--- src/rtl/alu_issue_stage.sv ---
// ALU issue stage: decodes op class/funct fields into a 4-bit ALU control code,
// selects operand B and buffers {A, B, control, illegal} in a 2-entry FIFO.
module alu_issue_stage #(
    parameter int unsigned XLEN  = 32,
    parameter int unsigned DEPTH = 2
) (
    input  logic            clk,
    input  logic            rst,
    input  logic            i_flush,
    input  logic            i_in_valid,
    output logic            o_in_ready,
    input  logic [1:0]      i_alu_op,
    input  logic [2:0]      i_funct3,
    input  logic            i_funct7_5,
    input  logic            i_alu_src,
    input  logic [XLEN-1:0] i_rs1_data,
    input  logic [XLEN-1:0] i_rs2_data,
    input  logic [XLEN-1:0] i_imm,
    output logic            o_out_valid,
    input  logic            i_out_ready,
    output logic [XLEN-1:0] o_a,
    output logic [XLEN-1:0] o_b,
    output logic [3:0]      o_control,
    output logic            o_illegal,
    output logic            o_illegal_seen
);

    localparam int unsigned CTRL_W = 4;
    localparam int unsigned CNT_W  = 2;
    localparam logic [CNT_W-1:0]  FULL     = CNT_W'(DEPTH);
    localparam logic [CTRL_W-1:0] CTRL_AND = 4'b0000;
    localparam logic [CTRL_W-1:0] CTRL_OR  = 4'b0001;
    localparam logic [CTRL_W-1:0] CTRL_ADD = 4'b0010;
    localparam logic [CTRL_W-1:0] CTRL_SUB = 4'b0110;
    localparam logic [CTRL_W-1:0] CTRL_ILL = 4'b1111;

    typedef struct packed {
        logic [XLEN-1:0]   a;
        logic [XLEN-1:0]   b;
        logic [CTRL_W-1:0] control;
        logic              illegal;
    } entry_t;

    entry_t           r_mem [0:1];
    logic             r_wr_ptr;
    logic             r_rd_ptr;
    logic [CNT_W-1:0] r_count;
    logic             r_in_ready;
    logic             r_out_valid;
    logic             r_illegal_seen;

    entry_t           w_entry;
    logic             w_push;
    logic             w_pop;
    logic [CNT_W-1:0] w_count_nxt;

    // Decode the incoming operation into a FIFO entry.
    always_comb begin
        w_entry         = '0;
        w_entry.a       = i_rs1_data;
        w_entry.b       = i_alu_src ? i_imm : i_rs2_data;
        w_entry.control = CTRL_ADD;
        w_entry.illegal = 1'b0;
        case (i_alu_op)
            2'b00: w_entry.control = CTRL_ADD;
            2'b01: w_entry.control = CTRL_SUB;
            2'b10: begin
                case (i_funct3)
                    3'b000:  w_entry.control = (i_funct7_5 && !i_alu_src) ? CTRL_SUB : CTRL_ADD;
                    3'b111:  w_entry.control = CTRL_AND;
                    3'b110:  w_entry.control = CTRL_OR;
                    default: w_entry.illegal = 1'b1;
                endcase
            end
            default: w_entry.illegal = 1'b1;
        endcase
        if (w_entry.illegal) begin
            w_entry.control = CTRL_ILL;
        end
    end

    assign w_push = i_in_valid && r_in_ready;
    assign w_pop  = r_out_valid && i_out_ready;

    always_comb begin
        w_count_nxt = r_count;
        if (w_push && !w_pop) begin
            w_count_nxt = r_count + CNT_W'(1);
        end else if (!w_push && w_pop) begin
            w_count_nxt = r_count - CNT_W'(1);
        end
    end

    // FIFO storage, pointers and registered handshake flags.
    always_ff @(posedge clk or posedge rst) begin
        if (rst) begin
            for (int i = 0; i < 2; i++) begin
                r_mem[i] <= '0;
            end
            r_wr_ptr       <= 1'b0;
            r_rd_ptr       <= 1'b0;
            r_count        <= '0;
            r_in_ready     <= 1'b1;
            r_out_valid    <= 1'b0;
            r_illegal_seen <= 1'b0;
        end else if (i_flush) begin
            r_wr_ptr    <= 1'b0;
            r_rd_ptr    <= 1'b0;
            r_count     <= '0;
            r_in_ready  <= 1'b1;
            r_out_valid <= 1'b0;
        end else begin
            if (w_push) begin
                r_mem[r_wr_ptr] <= w_entry;
                r_wr_ptr        <= ~r_wr_ptr;
                if (w_entry.illegal) begin
                    r_illegal_seen <= 1'b1;
                end
            end
            if (w_pop) begin
                r_rd_ptr <= ~r_rd_ptr;
            end
            r_count     <= w_count_nxt;
            r_in_ready  <= (w_count_nxt != FULL);
            r_out_valid <= (w_count_nxt != '0);
        end
    end

    assign o_in_ready     = r_in_ready;
    assign o_out_valid    = r_out_valid;
    assign o_a            = r_mem[r_rd_ptr].a;
    assign o_b            = r_mem[r_rd_ptr].b;
    assign o_control      = r_mem[r_rd_ptr].control;
    assign o_illegal      = r_mem[r_rd_ptr].illegal;
    assign o_illegal_seen = r_illegal_seen;

endmodule

--- config.mk ---
export PLATFORM = sky130hd
export DESIGN_NAME = alu_issue_stage
export DESIGN_NICKNAME = d
export VERILOG_FILES = /design/src/rtl/alu_issue_stage.sv
export SDC_FILE = /design/constraint.sdc
export NUM_CORES = 1
export LEC_CHECK = 0
export BUFFER_PORTS_ARGS = -buffer_cell sky130_fd_sc_hd__buf_4
export CORE_MARGIN = 2
export CORE_UTILIZATION = 41
export DETAILED_ROUTE_END_ITERATION = 10
export SETUP_SLACK_MARGIN = 0.1
export SLEW_MARGIN = 5
export SYNTH_ARGS = -nofsm -noshare
export SYNTH_HDL_FRONTEND = slang
export SYNTH_SLANG_ARGS = --single-unit
--- constraint.sdc ---
create_clock -name clk -period 11 [get_ports clk]
set_input_delay 0.55 -clock clk [delete_from_list [all_inputs] [get_ports clk]]
set_output_delay 0.55 -clock clk [all_outputs]
set_load 0.05 [all_outputs]
==> results.sh, run 1 <==
export IMPL_outcome="completed"
export IMPL_crit_chain="buf_4, mux2_1, buf_4"
export IMPL_cts_buffers=17
export IMPL_p_leak_nw=4.181
export IMPL_dieArea_um2=17680
export IMPL_grt_pass1_wl_um=25560
export IMPL_startpoint="r_rd_ptr"
export IMPL_clk_pin_slew_ns=0.06
export IMPL_clock_fmax_mhz=323.2
export IMPL_arrival_ns=2.54
export IMPL_htree_levels=4
export IMPL_cp_end_kind="output pin"
export IMPL_cpMostUsedCell="buf_4"
export IMPL_finalSetupTns_ns=0
export IMPL_drt_first_pass_iters=4
export IMPL_start_kind="flop"
export IMPL_drive_gt1_share_pct=41.33
export IMPL_yosys_warnings=0
export IMPL_wl_per_cell_um=15.61
export IMPL_grt_overflow_total=0
export IMPL_holdBufCountCts=0
export IMPL_track_usage_pct=18.31
export IMPL_antenna_cells=0
export IMPL_cp_top_family="flip-flops"
export IMPL_avgViaCountPerCell=4.870
export IMPL_gpl_final_weighted_congestion=0.7866
export IMPL_finalCritPeriodShare_pct=28.13
export IMPL_clock_latency_ns=0.42
export IMPL_min_path_type="primary input to asynchronous set/reset pin"
export IMPL_syn_to_final_growth_pct=29.59
export IMPL_cts_root_buf="clkbuf_16"
export IMPL_post_cts_resized=0
export IMPL_clockBufferDepth=2
export IMPL_ant_nets=0
export IMPL_vias=4889
export IMPL_finalSetupViolCount=0
export IMPL_synthDistinctLibCells=42
export IMPL_design_portCount=180
export IMPL_grt_max_degree=79
export IMPL_rows=47
export IMPL_clock_sinks=143
export IMPL_maxSlewViolCount=0
export IMPL_synth_nets=721
export IMPL_antenna_found_initial=0
export IMPL_dp_hpwl_um=10310
export IMPL_grt_setup_unrepaired="no"
export IMPL_slowest_stage="dfrtp_2"
export IMPL_path_max_fanout=39
export IMPL_port_buffers=179
export IMPL_synthesis_area_um2=6820
export IMPL_dieWidth_um=133.0
export IMPL_synth_seq_area_share_pct=52.49
export IMPL_cts_setup_buffers=0
export IMPL_syn_inst=610
export IMPL_max_slew_margin_rel_pct=34.60
export IMPL_synth_area_per_cell_um2=11.18
export IMPL_finalCriticalPeriod_ns=3.094
export IMPL_rr_startpoint="o_in_ready"
export IMPL_finalPower_w=0.002175
export IMPL_critPathBufInv=2
export IMPL_core_um2=16410
export IMPL_drc=0
export IMPL_fillers=1435
export IMPL_path_class="flop to output pin"
export IMPL_routed_wl_um=15680
export IMPL_ir_drop_mv=0.1428
export IMPL_crit_required_ns=10.45
export IMPL_finClkSkew_ns=0.006804
export IMPL_max_cap_violations=0
export IMPL_final_nets=882
export IMPL_cellPowerDensity_nw_per_um2=246.1
export IMPL_hold_violations=0
export IMPL_start_util_pct=41.57
export IMPL_ys_seq_elements=143
export IMPL_cp_slowest_stage_delay_ns=0.87
export IMPL_drtIter0Drc=238
export IMPL_dieHeight_um=133.0
export IMPL_cts_tree="done"
export IMPL_grt_pass1_vias=5087
export IMPL_tightest_slew_ns=0.9810
[cell usage after synthesis, drive strengths merged]
cell type,instances,area (um2)
inv,4,15.01
o31ai,1,7.510
a21boi,2,15.01
nor2,42,157.7
nor3b,1,7.510
a31oi,3,25.02
xnor2,3,26.28
nand3,2,10.01
a21oi,36,274.0
a41oi,2,17.52
nand4bb,1,11.26
nor2b,1,6.260
nand3b,2,15.01
a31o,1,8.760
mux2i,32,320.3
ha,3,37.54
clkbuf,14,52.55
nand2,135,506.7
buf,29,211.5
and4b,1,10.01
nand4b,1,8.760
and2,2,12.51
o211ai,1,7.510
o21ai,36,180.2
a22oi,1,7.510
nor3,2,10.01
mux2,101,1212
and4bb,1,12.51
a221oi,1,8.760
nor4b,1,8.760
dfrtp,142,3553
and3b,2,17.52
nand2b,2,12.51
dfstp,1,26.28
or3,1,6.260
[layout make-up]
class / count / area, um2 / share of cell area (%)
multi-input cells: 420 / 2965 / 33.55
inverters: 4 / 20.02 / 0.2265
flip-flops and latches: 143 / 3581 / 40.52
clock buffers: 21 / 470.5 / 5.323
clock inverters: 11 / 137.6 / 1.557
well taps: 220 / 275.3 / 3.114
repair buffers: 185 / 1389 / 15.71
[placed cells by master (no fill, tap or decap), drive strengths merged, types with 2 or more instances in the layout]
| master | count |
|---|---|
| nor2 | 42 |
| nand2 | 135 |
| clkinv | 5 |
| xnor2 | 3 |
| nand3 | 2 |
| bufinv | 3 |
| a21oi | 36 |
| dfrtp | 142 |
| and3b | 2 |
| nand2b | 2 |
| mux2i | 32 |
| buf | 185 |
| clkbuf | 21 |
| nor3 | 2 |
| nand3b | 2 |
| a41oi | 2 |
| clkinvlp | 3 |
| and2 | 2 |
| o21ai | 36 |
| a31oi | 3 |
| a21boi | 2 |
| mux2 | 101 |
| ha | 3 |
| inv | 4 |
[metal layers]
layer  vias up  GRT usage (%)  part of all wire [%]
met2       118          30.48                    50
met5         -              0                     0
li1       2394              -                     -
met3        11          4.981                   5.4
met1      2366          23.55                    44
met4         0          5.137                  0.78
[worst register-to-register path: stages, from the launching register on]
cell and delay [ns]:
dfstp_2 0.60, and4bb_4 0.64, buf_4 0.87, mux2_1 0.45
[stage by stage]
| stage | cells | utilization [%] | instance area, um2 | setup slack, ns | hold slack (ns) |
|---|---|---|---|---|---|
| after floorplan | 610 | - | 6820 | 6.614 | 0.4401 |
| after global placement | 972 | 50.16 | 8230 | 8.172 | 0.4513 |
| after detailed placement | 972 | 50.16 | 8230 | 8.130 | 0.4566 |
| after CTS | 1004 | 53.87 | 8838 | 7.843 | 0.2364 |
| after global routing | 1004 | 53.87 | 8838 | 7.791 | 0.2675 |
| final | 1004 | 53.87 | 8838 | 7.906 | 0.2179 |
[kinds of logic (layout without fill, tap and decap cells)]
logic type,count (synthesis),after routing,synth area share (%)
AO/OA/AOI/OAI,84,84,8.090
XOR/XNOR,3,3,0.3853
adder cells (fa/ha/maj),3,3,0.5504
buffers and inverters,47,221,4.091
flip-flops,143,143,52.49
multiplexers,133,133,22.47
AND/OR/NAND/NOR,197,197,11.92
[flip-flops by register name (all words and copies together), names as in the netlist]
name and count:
r_rd_ptr 1, r_mem 136, o_out_valid 1, r_count 2, o_in_ready 1, o_illegal_seen 1, r_wr_ptr 1
[where the power goes]
part           internal [W]  switching (W)
sequential         0.000688      0.0000869
clock              0.000372       0.000214
combinational      0.000306       0.000507
[worst paths after layout]
kind | depth (start not counted) | end | slack [ns]
max in group asynchronous | 3 | r_mem[45] | 9.36
max | 3 | o_a[24] | 7.91
max reg2reg | 3 | r_mem[108] | 8.32
min | 2 | r_mem[118] | 0.22
min in group clk | 3 | r_mem[59] | 0.33
min reg2reg | 2 | o_illegal_seen | 0.47
Power figures use the tool's default switching activity.
==> run 2, diff against run 1 <==
- clock period: 11 -> 3.1 ns (I/O delays scaled with it)
==> results.sh, run 2 (synthesized netlist as in run 1, its figures left out) <==
export IMPL_outcome="completed"
export IMPL_path_class="flop to output pin"
export IMPL_tightest_slew_ns=0.8416
export IMPL_clock_latency_ns=0.41
export IMPL_cp_end_kind="output pin"
export IMPL_antenna_cells=0
export IMPL_track_usage_pct=18.66
export IMPL_finalSetupTns_ns=0
export IMPL_finalCriticalPeriod_ns=2.347
export IMPL_max_cap_violations=0
export IMPL_busiest_layer="met2"
export IMPL_rr_startpoint="o_in_ready"
export IMPL_design_portCount=180
export IMPL_vias=5055
export IMPL_startpoint="r_rd_ptr"
export IMPL_clock_power_share_pct=24.9
export IMPL_reg_top3="r_mem (136), r_count (2)"
export IMPL_wl_per_cell_um=15.15
export IMPL_intPower_w=0.004669
export IMPL_fillers=1407
export IMPL_ant_nets=0
export IMPL_path_max_fanout=35
export IMPL_finClkSkew_ns=0.007039
export IMPL_dp_hpwl_um=10610
export IMPL_port_buffers=179
export IMPL_finalCritPeriodShare_pct=75.71
export IMPL_layout_commonest_cell="buf_4"
export IMPL_grt_overflow_total=0
export IMPL_antenna_found_initial=0
export IMPL_cts_tree="done"
export IMPL_routed_wl_um=15770
export IMPL_reg2regPathDepth=3
export IMPL_dieHeight_um=133.0
export IMPL_power_frac_comb_pct=38.7
export IMPL_final_cell_mix="buf_4 (184), dfrtp_1 (141), nand2_1 (135), mux2_2 (58), nor2_1 (42)"
export IMPL_syn_to_final_growth_pct=34.78
export IMPL_avgViaCountPerCell=4.856
export IMPL_min_path_type="primary input to flop"
export IMPL_start_util_pct=41.57
export IMPL_final_nets=919
export IMPL_p_sw_share_pct=38.33
export IMPL_drc=0
export IMPL_finalPower_w=0.007571
export IMPL_ir_drop_mv=0.3876
export IMPL_use_met3_pct=3.908
export IMPL_clockBufferDepth=2
export IMPL_use_met1_pct=25.89
export IMPL_finalSetupViolCount=0
export IMPL_cpMostUsedCell="buf_4"
export IMPL_slowest_stage="dfrtp_4"
export IMPL_crit_required_ns=2.94
export IMPL_grt_setup_unrepaired="no"
export IMPL_drt_first_pass_iters=5
export IMPL_crit_chain="buf_4, mux2_2, buf_4"
export IMPL_dieArea_um2=17680
export IMPL_hold_violations=0
export IMPL_rrSetupSlack_ns=1.13
export IMPL_clock_sinks=143
export IMPL_top_register="r_mem"
export IMPL_cts_buffers=17
export IMPL_rows=47
export IMPL_p_sw_w=0.002902
export IMPL_dieWidth_um=133.0
export IMPL_power_frac_seq_pct=36.4
export IMPL_r2r_end="r_mem[137]"
export IMPL_gpl_final_weighted_congestion=0.7393
export IMPL_drtIter0Drc=188
export IMPL_htree_levels=4
export IMPL_drive_gt1_share_pct=39.83
export IMPL_globalRouteMet2Util_pct=29.19
export IMPL_crit_path_end="o_control[1]"
export IMPL_arrival_ns=2.19
export IMPL_largest_register_ffs=136
export IMPL_start_kind="flop"
export IMPL_clk_pin_slew_ns=0.06
export IMPL_cts_root_buf="clkbuf_16"
export IMPL_cellPowerDensity_nw_per_um2=823.6
export IMPL_p_leak_nw=4.313
export IMPL_grt_pass1_wl_um=26300
export IMPL_grt_pass1_vias=5269
export IMPL_maxSlewViolCount=0
export IMPL_post_cts_resized=0
export IMPL_core_um2=16410
export IMPL_clock_fmax_mhz=426.1
export IMPL_grt_max_degree=62
export IMPL_fin_util_pct=56.03
export IMPL_cp_slowest_stage_delay_ns=0.76
export IMPL_max_slew_margin_rel_pct=43.78
run 2: repair_timing:
action	in CTS	in global routing
hold buffers	34	0
hold endpoints to repair	101	0
setup buffers	0	0
setup endpoints to repair	0	0
run 2: worst min-delay path by stage:
stage / startpoint / endpoint / slack (ns) / cells past startpoint
2_1_floorplan: i_rs1_data[0] / r_mem[37] / 0.26 / 2
3_3_place_gp: rst / r_count[0] / 0.35 / 2
3_5_place_dp: i_rs1_data[26] / r_mem[63] / 0.36 / 3
4_1_cts: i_in_valid / o_illegal_seen / 0.03 / 3
5_1_grt: i_in_valid / o_illegal_seen / 0.04 / 3
6_report: i_rs2_data[27] / r_mem[32] / 0.05 / 3
run 2: metal layers:
layer  part of all wire, %  routed length [um]  vias up
li1                      -                   -     2463
met1                    47                7372     2433
met2                    46                7326      138
met3                   5.0                 792       21
met4                   1.8                 280        0
met5                     0                   0        -
run 2: cell type report:
type                    count  area [um2]  share of cell area (%)
multi-input cells         420        2965                   32.26
flip-flops and latches    143        3583                   38.98
well taps                 220       275.3                   2.994
clock inverters            14       118.9                   1.293
clock buffers              18       429.2                   4.669
inverters                   4       18.77                  0.2042
repair buffers            222        1802                   19.60
run 2: metrics by stage:
step / instances / hold slack [ns] / area (um2) / worst slack [ns]
after floorplan: 610 / 0.2604 / 6824 / 1.155
after global placement: 975 / 0.3533 / 8304 / 1.154
after detailed placement: 975 / 0.3632 / 8304 / 1.118
after CTS: 1041 / 0.03027 / 9193 / 0.7195
after global routing: 1041 / 0.04408 / 9193 / 0.6446
final: 1041 / 0.04753 / 9193 / 0.7531
run 2: worst max-delay path: cells and delay by family, from the launching register on:
kind / cells / cell delay, ns
mux: 1 / 0.40
buf+inv: 2 / 0.61
flops: 1 / 0.76
run 2: power by group through the flow:
stage                     clock network, W  logic [W]  registers [W]
final                              0.00188    0.00293        0.00276
after global routing               0.00202    0.00314        0.00284
after CTS                          0.00193    0.00296        0.00275
after detailed placement                 0    0.00292        0.00278
after global placement                   0    0.00287        0.00275
after floorplan                          0    0.00222        0.00268
